===== config.mk =====
export PLATFORM = sky130hd
export DESIGN_NAME = shift_seq_ctrl
export DESIGN_NICKNAME = d
export VERILOG_FILES = /design/src/rtl/shift_seq_ctrl.sv
export SDC_FILE = /design/constraint.sdc
export NUM_CORES = 1
export LEC_CHECK = 0
export BUFFER_PORTS_ARGS = -buffer_cell sky130_fd_sc_hd__buf_2
export CORE_ASPECT_RATIO = 1.2
export CORE_MARGIN = 1
export CORE_UTILIZATION = 51
export DETAILED_ROUTE_END_ITERATION = 7
export GPL_TIMING_DRIVEN = 0
export PLACE_DENSITY = 0.79
export SLEW_MARGIN = 0
export SYNTH_ARGS = -nofsm -noshare
export SYNTH_HDL_FRONTEND = slang
export SYNTH_SLANG_ARGS = --single-unit
export TNS_END_PERCENT = 10

===== constraint.sdc =====
create_clock -name clock -period 1.7 [get_ports clock]
set_input_delay 0 -clock clock [delete_from_list [all_inputs] [get_ports clock]]
set_output_delay 0 -clock clock [all_outputs]
set_load 0.02 [all_outputs]

===== src/rtl/shift_seq_ctrl.sv =====
// Parallel-to-serial sequencer: accepts a word over valid/ready and streams it MSB-first, one bit per DIV clocks.
// Define SHIFT_SEQ_CTRL_PARITY_EN to append an even-parity bit after the data bits.
module shift_seq_ctrl #(
    parameter int WIDTH = 6,
    parameter int DIV   = 1
) (
    input  logic                         clock,
    input  logic                         reset,
    input  logic                         in_valid,
    input  logic [WIDTH-1:0]             in_data,
    output logic                         in_ready,
    input  logic                         abort,
    output logic                         ser_out,
    output logic                         ser_en,
    output logic [$clog2(WIDTH+1)-1:0]   bit_idx,
    output logic                         busy,
    output logic                         done,
    output logic                         aborted
);
    localparam int IDX_W = $clog2(WIDTH + 1);
    localparam int DIV_W = (DIV > 1) ? $clog2(DIV) : 1;
    localparam logic [DIV_W-1:0] DIV_LAST = DIV_W'(DIV - 1);
    localparam logic [IDX_W-1:0] BIT_LAST = IDX_W'(WIDTH - 1);

`ifdef SHIFT_SEQ_CTRL_PARITY_EN
    typedef enum logic [1:0] {S_IDLE, S_SHIFT, S_PARITY, S_DONE} state_t;
`else
    typedef enum logic [1:0] {S_IDLE, S_SHIFT, S_DONE} state_t;
`endif

    state_t             state_q, state_d;
    logic [WIDTH-1:0]   shreg_q, shreg_d;
    logic [IDX_W-1:0]   bit_cnt_q, bit_cnt_d;
    logic [DIV_W-1:0]   div_cnt_q, div_cnt_d;
    logic               in_ready_q, in_ready_d;
    logic               busy_q, busy_d;
    logic               done_q, done_d;
    logic               aborted_q, aborted_d;
    logic               ser_out_q, ser_out_d;
    logic               ser_en_q, ser_en_d;
    logic [IDX_W-1:0]   bit_idx_q, bit_idx_d;
`ifdef SHIFT_SEQ_CTRL_PARITY_EN
    logic               parity_q, parity_d;
`endif

    always_comb begin
        state_d   = state_q;
        shreg_d   = shreg_q;
        bit_cnt_d = bit_cnt_q;
        div_cnt_d = div_cnt_q;
        aborted_d = 1'b0;
`ifdef SHIFT_SEQ_CTRL_PARITY_EN
        parity_d  = parity_q;
`endif
        unique case (state_q)
            S_IDLE: begin
                if (in_valid) begin
                    shreg_d   = in_data;
                    bit_cnt_d = '0;
                    div_cnt_d = '0;
                    state_d   = S_SHIFT;
`ifdef SHIFT_SEQ_CTRL_PARITY_EN
                    parity_d  = ^in_data;
`endif
                end
            end
            S_SHIFT: begin
                // abort takes priority over the last-bit transition
                if (abort) begin
                    state_d   = S_IDLE;
                    bit_cnt_d = '0;
                    div_cnt_d = '0;
                    aborted_d = 1'b1;
                end else if (div_cnt_q == DIV_LAST) begin
                    div_cnt_d = '0;
                    shreg_d   = {shreg_q[WIDTH-2:0], 1'b0};
                    bit_cnt_d = bit_cnt_q + 1'b1;
                    if (bit_cnt_q == BIT_LAST) begin
`ifdef SHIFT_SEQ_CTRL_PARITY_EN
                        state_d = S_PARITY;
`else
                        state_d = S_DONE;
`endif
                    end
                end else begin
                    div_cnt_d = div_cnt_q + 1'b1;
                end
            end
`ifdef SHIFT_SEQ_CTRL_PARITY_EN
            S_PARITY: begin
                if (abort) begin
                    state_d   = S_IDLE;
                    bit_cnt_d = '0;
                    div_cnt_d = '0;
                    aborted_d = 1'b1;
                end else if (div_cnt_q == DIV_LAST) begin
                    div_cnt_d = '0;
                    state_d   = S_DONE;
                end else begin
                    div_cnt_d = div_cnt_q + 1'b1;
                end
            end
`endif
            S_DONE: begin
                state_d   = S_IDLE;
                bit_cnt_d = '0;
            end
            default: state_d = S_IDLE;
        endcase

        // Outputs are decoded from the next state so they come straight from flops
        in_ready_d = (state_d == S_IDLE);
        busy_d     = (state_d != S_IDLE);
        done_d     = (state_d == S_DONE);
        ser_en_d   = (state_d == S_SHIFT);
        ser_out_d  = ser_en_d & shreg_d[WIDTH-1];
`ifdef SHIFT_SEQ_CTRL_PARITY_EN
        if (state_d == S_PARITY) begin
            ser_en_d  = 1'b1;
            ser_out_d = parity_d;
        end
`endif
        bit_idx_d  = ser_en_d ? bit_cnt_d : '0;
    end

    always_ff @(posedge clock or posedge reset) begin
        if (reset) begin
            state_q    <= S_IDLE;
            shreg_q    <= '0;
            bit_cnt_q  <= '0;
            div_cnt_q  <= '0;
            in_ready_q <= 1'b1;
            busy_q     <= 1'b0;
            done_q     <= 1'b0;
            aborted_q  <= 1'b0;
            ser_out_q  <= 1'b0;
            ser_en_q   <= 1'b0;
            bit_idx_q  <= '0;
`ifdef SHIFT_SEQ_CTRL_PARITY_EN
            parity_q   <= 1'b0;
`endif
        end else begin
            state_q    <= state_d;
            shreg_q    <= shreg_d;
            bit_cnt_q  <= bit_cnt_d;
            div_cnt_q  <= div_cnt_d;
            in_ready_q <= in_ready_d;
            busy_q     <= busy_d;
            done_q     <= done_d;
            aborted_q  <= aborted_d;
            ser_out_q  <= ser_out_d;
            ser_en_q   <= ser_en_d;
            bit_idx_q  <= bit_idx_d;
`ifdef SHIFT_SEQ_CTRL_PARITY_EN
            parity_q   <= parity_d;
`endif
        end
    end

    assign in_ready = in_ready_q;
    assign busy     = busy_q;
    assign done     = done_q;
    assign aborted  = aborted_q;
    assign ser_out  = ser_out_q;
    assign ser_en   = ser_en_q;
    assign bit_idx  = bit_idx_q;

endmodule


# Word level (Yosys, flattened, before mapping)
# Cells that the tools add are included.
dict set report totals {
  input_bits 10
  ff_bits 21
  out_inout_bits 9
}
dict set report classes {
  n_addsub 2
  mux 20
  n_eq_ne 8
  bitwise_logic 1
  n_reduce_logical 6
}
# operator n
set op_table {}
lappend op_table {{$mux 6} 3}
lappend op_table {{$mux 3} 4}
lappend op_table {{$pmux 6 s2} 1}
lappend op_table {{$pmux 3 s3} 1}
lappend op_table {{$mux 2} 4}
lappend op_table {{$ne 2x2->1 const B} 3}
lappend op_table {{$mux 1} 5}
lappend op_table {{$eq 2x1->1 const B} 2}
lappend op_table {{$eq 2x2->1 const B} 2}
lappend op_table {{$logic_not 2->1} 2}
lappend op_table {{$pmux 2 s2} 1}
lappend op_table {{$reduce_and 4->1} 1}
lappend op_table {{$reduce_bool 2->1} 2}
lappend op_table {{$add 3x1->3 const B} 1}
lappend op_table {{$eq 3x3->1 const B} 1}
lappend op_table {{$pmux 1 s2} 1}
lappend op_table {{$reduce_and 2->1} 1}
lappend op_table {{$add 1x1->1 const B} 1}
lappend op_table {{$and 1x1->1} 1}

# Longest topological paths before layout
dict set report depth {
  ltp_word 7
  ltp_mapped 5
}

# Worst setup path before layout
# No wires, ideal clock.
dict set report synth_path {
  path_kind {register -> register}
  start {reg state_q[1]}
  end {reg ser_out_q, in the netlist ser_out}
  setup_ns 0.099
  setup_slack_ns 0.470
  stages_incl_launch_ff 5
  t_arrival_ns 1.131
  t_required_ns 1.601
  cell_sequence {dfrtp_1 > buf_6 > nor3b_4 > nand2_1 > a311oi_1}
}
dict set report synth_via {
  elab_chain_len 6
}
# element line_no
set synth_rtl {}
lappend synth_rtl {{from (decl)} 31} ;# state_t state_q, state_d;
lappend synth_rtl {{from (signal assigned)} 143} ;# state_q <= state_d;
lappend synth_rtl {{$mux 2} 78} ;# if (bit_cnt_q == BIT_LAST) begin
lappend synth_rtl {{$mux 2} 74} ;# end else if (div_cnt_q == DIV_LAST) begin
lappend synth_rtl {{$mux 2} 69} ;# if (abort) begin
lappend synth_rtl {{$pmux 2 s2} 55} ;# unique case (state_q)
lappend synth_rtl {{$eq 2x1->1} 115} ;# ser_en_d = (state_d == S_SHIFT);
lappend synth_rtl {{$and 1x1->1 *} 116} ;# ser_out_d = ser_en_d & shreg_d[WIDTH-1];
lappend synth_rtl {{net ser_out_d} 39} ;# logic ser_out_q, ser_out_d;
lappend synth_rtl {{to (signal assigned)} 151} ;# ser_out_q <= ser_out_d;
lappend synth_rtl {{to (decl)} 39}
# The timed path passes the listed nets; every way through them passes the cells marked *.
# A chain may end at the register's enable or synchronous reset.

# Worst setup path after layout
# Same ends and word-level chain as after synthesis.

==> flow_summary.toml <==
[route]
drt-total-wl_um = 1530
dr.pass1.iters = 4
antenna_left = 0
vias = 617
via_per_inst = 5.37
drtIter0Drc = 10
drc = 0
routedWlPerCell_um = 13.3

[grt]
grt_first_pass_wirelength_um = 2330
met1_usage_pct = 22.5
met2_usage_pct = 30.8
grt_pass1_vias = 557
track_usage_pct = 19.1
grtUsageMet3_pct = 5.69
antenna_found_initial = 0
grt_max_degree = 21
grt_overflow = 0
grt.busiest_layer = "met2"

[worst_setup_path]
r2r-end = "ser_out"
r2r-start = "state_q[1]"
crit_arrival_ns = 1.66
crit_chain = "buf_6, nor3b_4, nand2_1, a311oi_1"
ff2ff_setup_slack_ns = 0.25
slowest_delay_ns = 0.40
worst_setup_path_end_kind = "register"
start_kind = "register"
crit_family = "simple AND/OR/NAND/NOR gates"
criticalPathCategory = "register to register"
reg2regPathDepth = 4
cp_slowest_cell = "nor3b_4"
path_max_fanout = 9
worstPathRequired_ns = 1.90
path_buf_inv = 1

[timing]
fin_crit_ns = 1.45
max_clock_freq_ghz = 0.688
hold_viol_final = 0
period_share_pct = 85.5
rsz0062_at_grt = "no"
slew_headroom_pct = 50.9
worstMarginPinSlew_ns = 0.736
drv_slew = 0
finalClockSkew_ns = 0.00805
setup_viol_count_final = 0
final.setup.tns_ns = 0

[synthesis]
ys_seq_elements = 20
synth_warnings = 0
avgSynthCellArea_sq_um = 12.3
async_flop_share_pct = 100
yosysTopAreaCellShare_pct = 54.6
synth_common_cells = "dfrtp_1, a22o_1, a21o_1, nor2_1"
ys_types = 28
syn-instance-count = 71
yosysMostFrequentCell = "dfrtp_1"
ys_seq_area_share_pct = 57.6
netlist_area_sq_um = 871
synth_top_area_cell = "dfrtp_1"
ys.flop_type = "dfrtp_1"
synthesis.nets = 83
synthTopCellsByArea = "dfrtp_1, a22o_1, mux2i_1, a21o_1, dfstp_2"
synth_edf_count = 0

[clock_tree]
hold_buffers = 4
cts-root-buf = "clkbuf_4"
cts_made_buffers = 3
cts_tree = "built"
cts.sinks = 20
clk_transition_reported_paths_ns = 0.11
cts.path.max_buffers = 2
cts.repair.resized = 0
htree_levels = 1
cts_setup_buffers = 0
clk_latency_ns = 0.30

[floorplan]
dieWidth_um = 39.7
num_rows = 16
dieArea_sq_um = 1880
die_y_um = 47.3
coreArea_sq_um = 1620
start_util_pct = 53.7
ioPinCount = 19

[final_layout]
seq_area_sq_um = 502
fillCellCount = 136
antenna_cells = 0
layout.cells.non_filler = 115
multi_input_area_sq_um = 330
area_delta_synth_final_pct = 21.7
nets = 110
drive_above_1_share_pct = 32.0

[placement]
hpwl_um = 1100
place_congestion = 0.725
io_buffers = 18
dp_cells = 107

[power_and_ir_drop]
p_leak_nw = 0.561
powerDensity_nw_per_um2 = 957
peakVddDrop_uv = 744
power_mw = 1.01

[worst_hold_path]
hold_start = "in_data[3]"
whs_endpoint = "shreg_q[3]"
hp-class = "input port to register"
min_path_cells = 3

[outcome]
status = "complete, no violations"

[run]
cap_violations = 0
==> metrics by stage <==
stage | hold WS, ns | setup WS, ns | utilization, % | cell area, sq um
2_1_floorplan | -0.0369 | 0.470 | - | 871
3_3_place_gp | 0.149 | 0.317 | 60.6 | 983
3_5_place_dp | 0.156 | 0.260 | 60.6 | 983
4_1_cts | 0.00464 | 0.237 | 65.4 | 1060
5_1_grt | 0.00885 | 0.136 | 65.4 | 1060
6_report | 0.00829 | 0.247 | 65.4 | 1060
==> where the power goes <==
| part | total [mW] | leakage [nW] | internal, mW | switching (mW) |
|---|---|---|---|---|
| registers | 0.560 | 0.256 | 0.532 | 0.0275 |
| clock network | 0.267 | 0.0210 | 0.131 | 0.137 |
| logic | 0.186 | 0.284 | 0.0858 | 0.101 |
| total | 1.01 | 0.561 | 0.749 | 0.265 |
==> cell type report <==
type	count	share of cell area, %
Sequential cell	20	47.3
Multi-Input combinational cell	45	31.2
Timing Repair Buffer	22	12.3
Clock buffer	4	3.42
Buffer	3	2.60
Tap cell	18	2.13
Inverter	3	1.06
==> routing by layer <==
layer / share of wire, % / vias up
li1: - / 306
met1: 42 / 291
met2: 52 / 16
met3: 4.0 / 4
met4: 1.6 / 0
met5: 0 / -
==> tightest hold or removal path, stage by stage <==
cell and delay, ns:
buf_2 0.08, a22o_1 0.13, a21o_1 0.08
==> cell usage in the layout, fill, tap and decap left out, types with 4 or more instances in the layout <==
cell type       n
dlygate4sd3_1   4
a22o_1          5
a21o_1          4
dfrtp_1        19
buf_2          19
nor2_1          4
==> registers in the layout (all words and copies together), names as in the netlist <==
| name | cells |
|---|---|
| bit_cnt_q | 3 |
| done | 1 |
| in_ready | 1 |
| shreg_q | 6 |
| aborted | 1 |
| bit_idx | 3 |
| state_q | 2 |
| busy | 1 |
| ser_out | 1 |
| ser_en | 1 |
==> worst max path at each step <==
| stage | end | startpoint | cells after the start |
|---|---|---|---|
| after floorplan | ser_out | state_q[1] | 4 |
| after global placement | ser_out | state_q[1] | 4 |
| after detailed placement | ser_out | state_q[1] | 4 |
| after CTS | ser_out | state_q[1] | 4 |
| after global routing | ser_out | state_q[1] | 4 |
| final | ser_out | state_q[1] | 4 |
==> logic make-up after synthesis <==
logic type / synth area share (%)
multiplexers: 3.45
AND/OR/NAND/NOR: 15.4
buffers and inverters: 4.45
AO/OA/AOI/OAI: 16.2
adder cells (fa/ha/maj): 2.87
flip-flops: 57.6
Power figures use the tool's default switching activity.
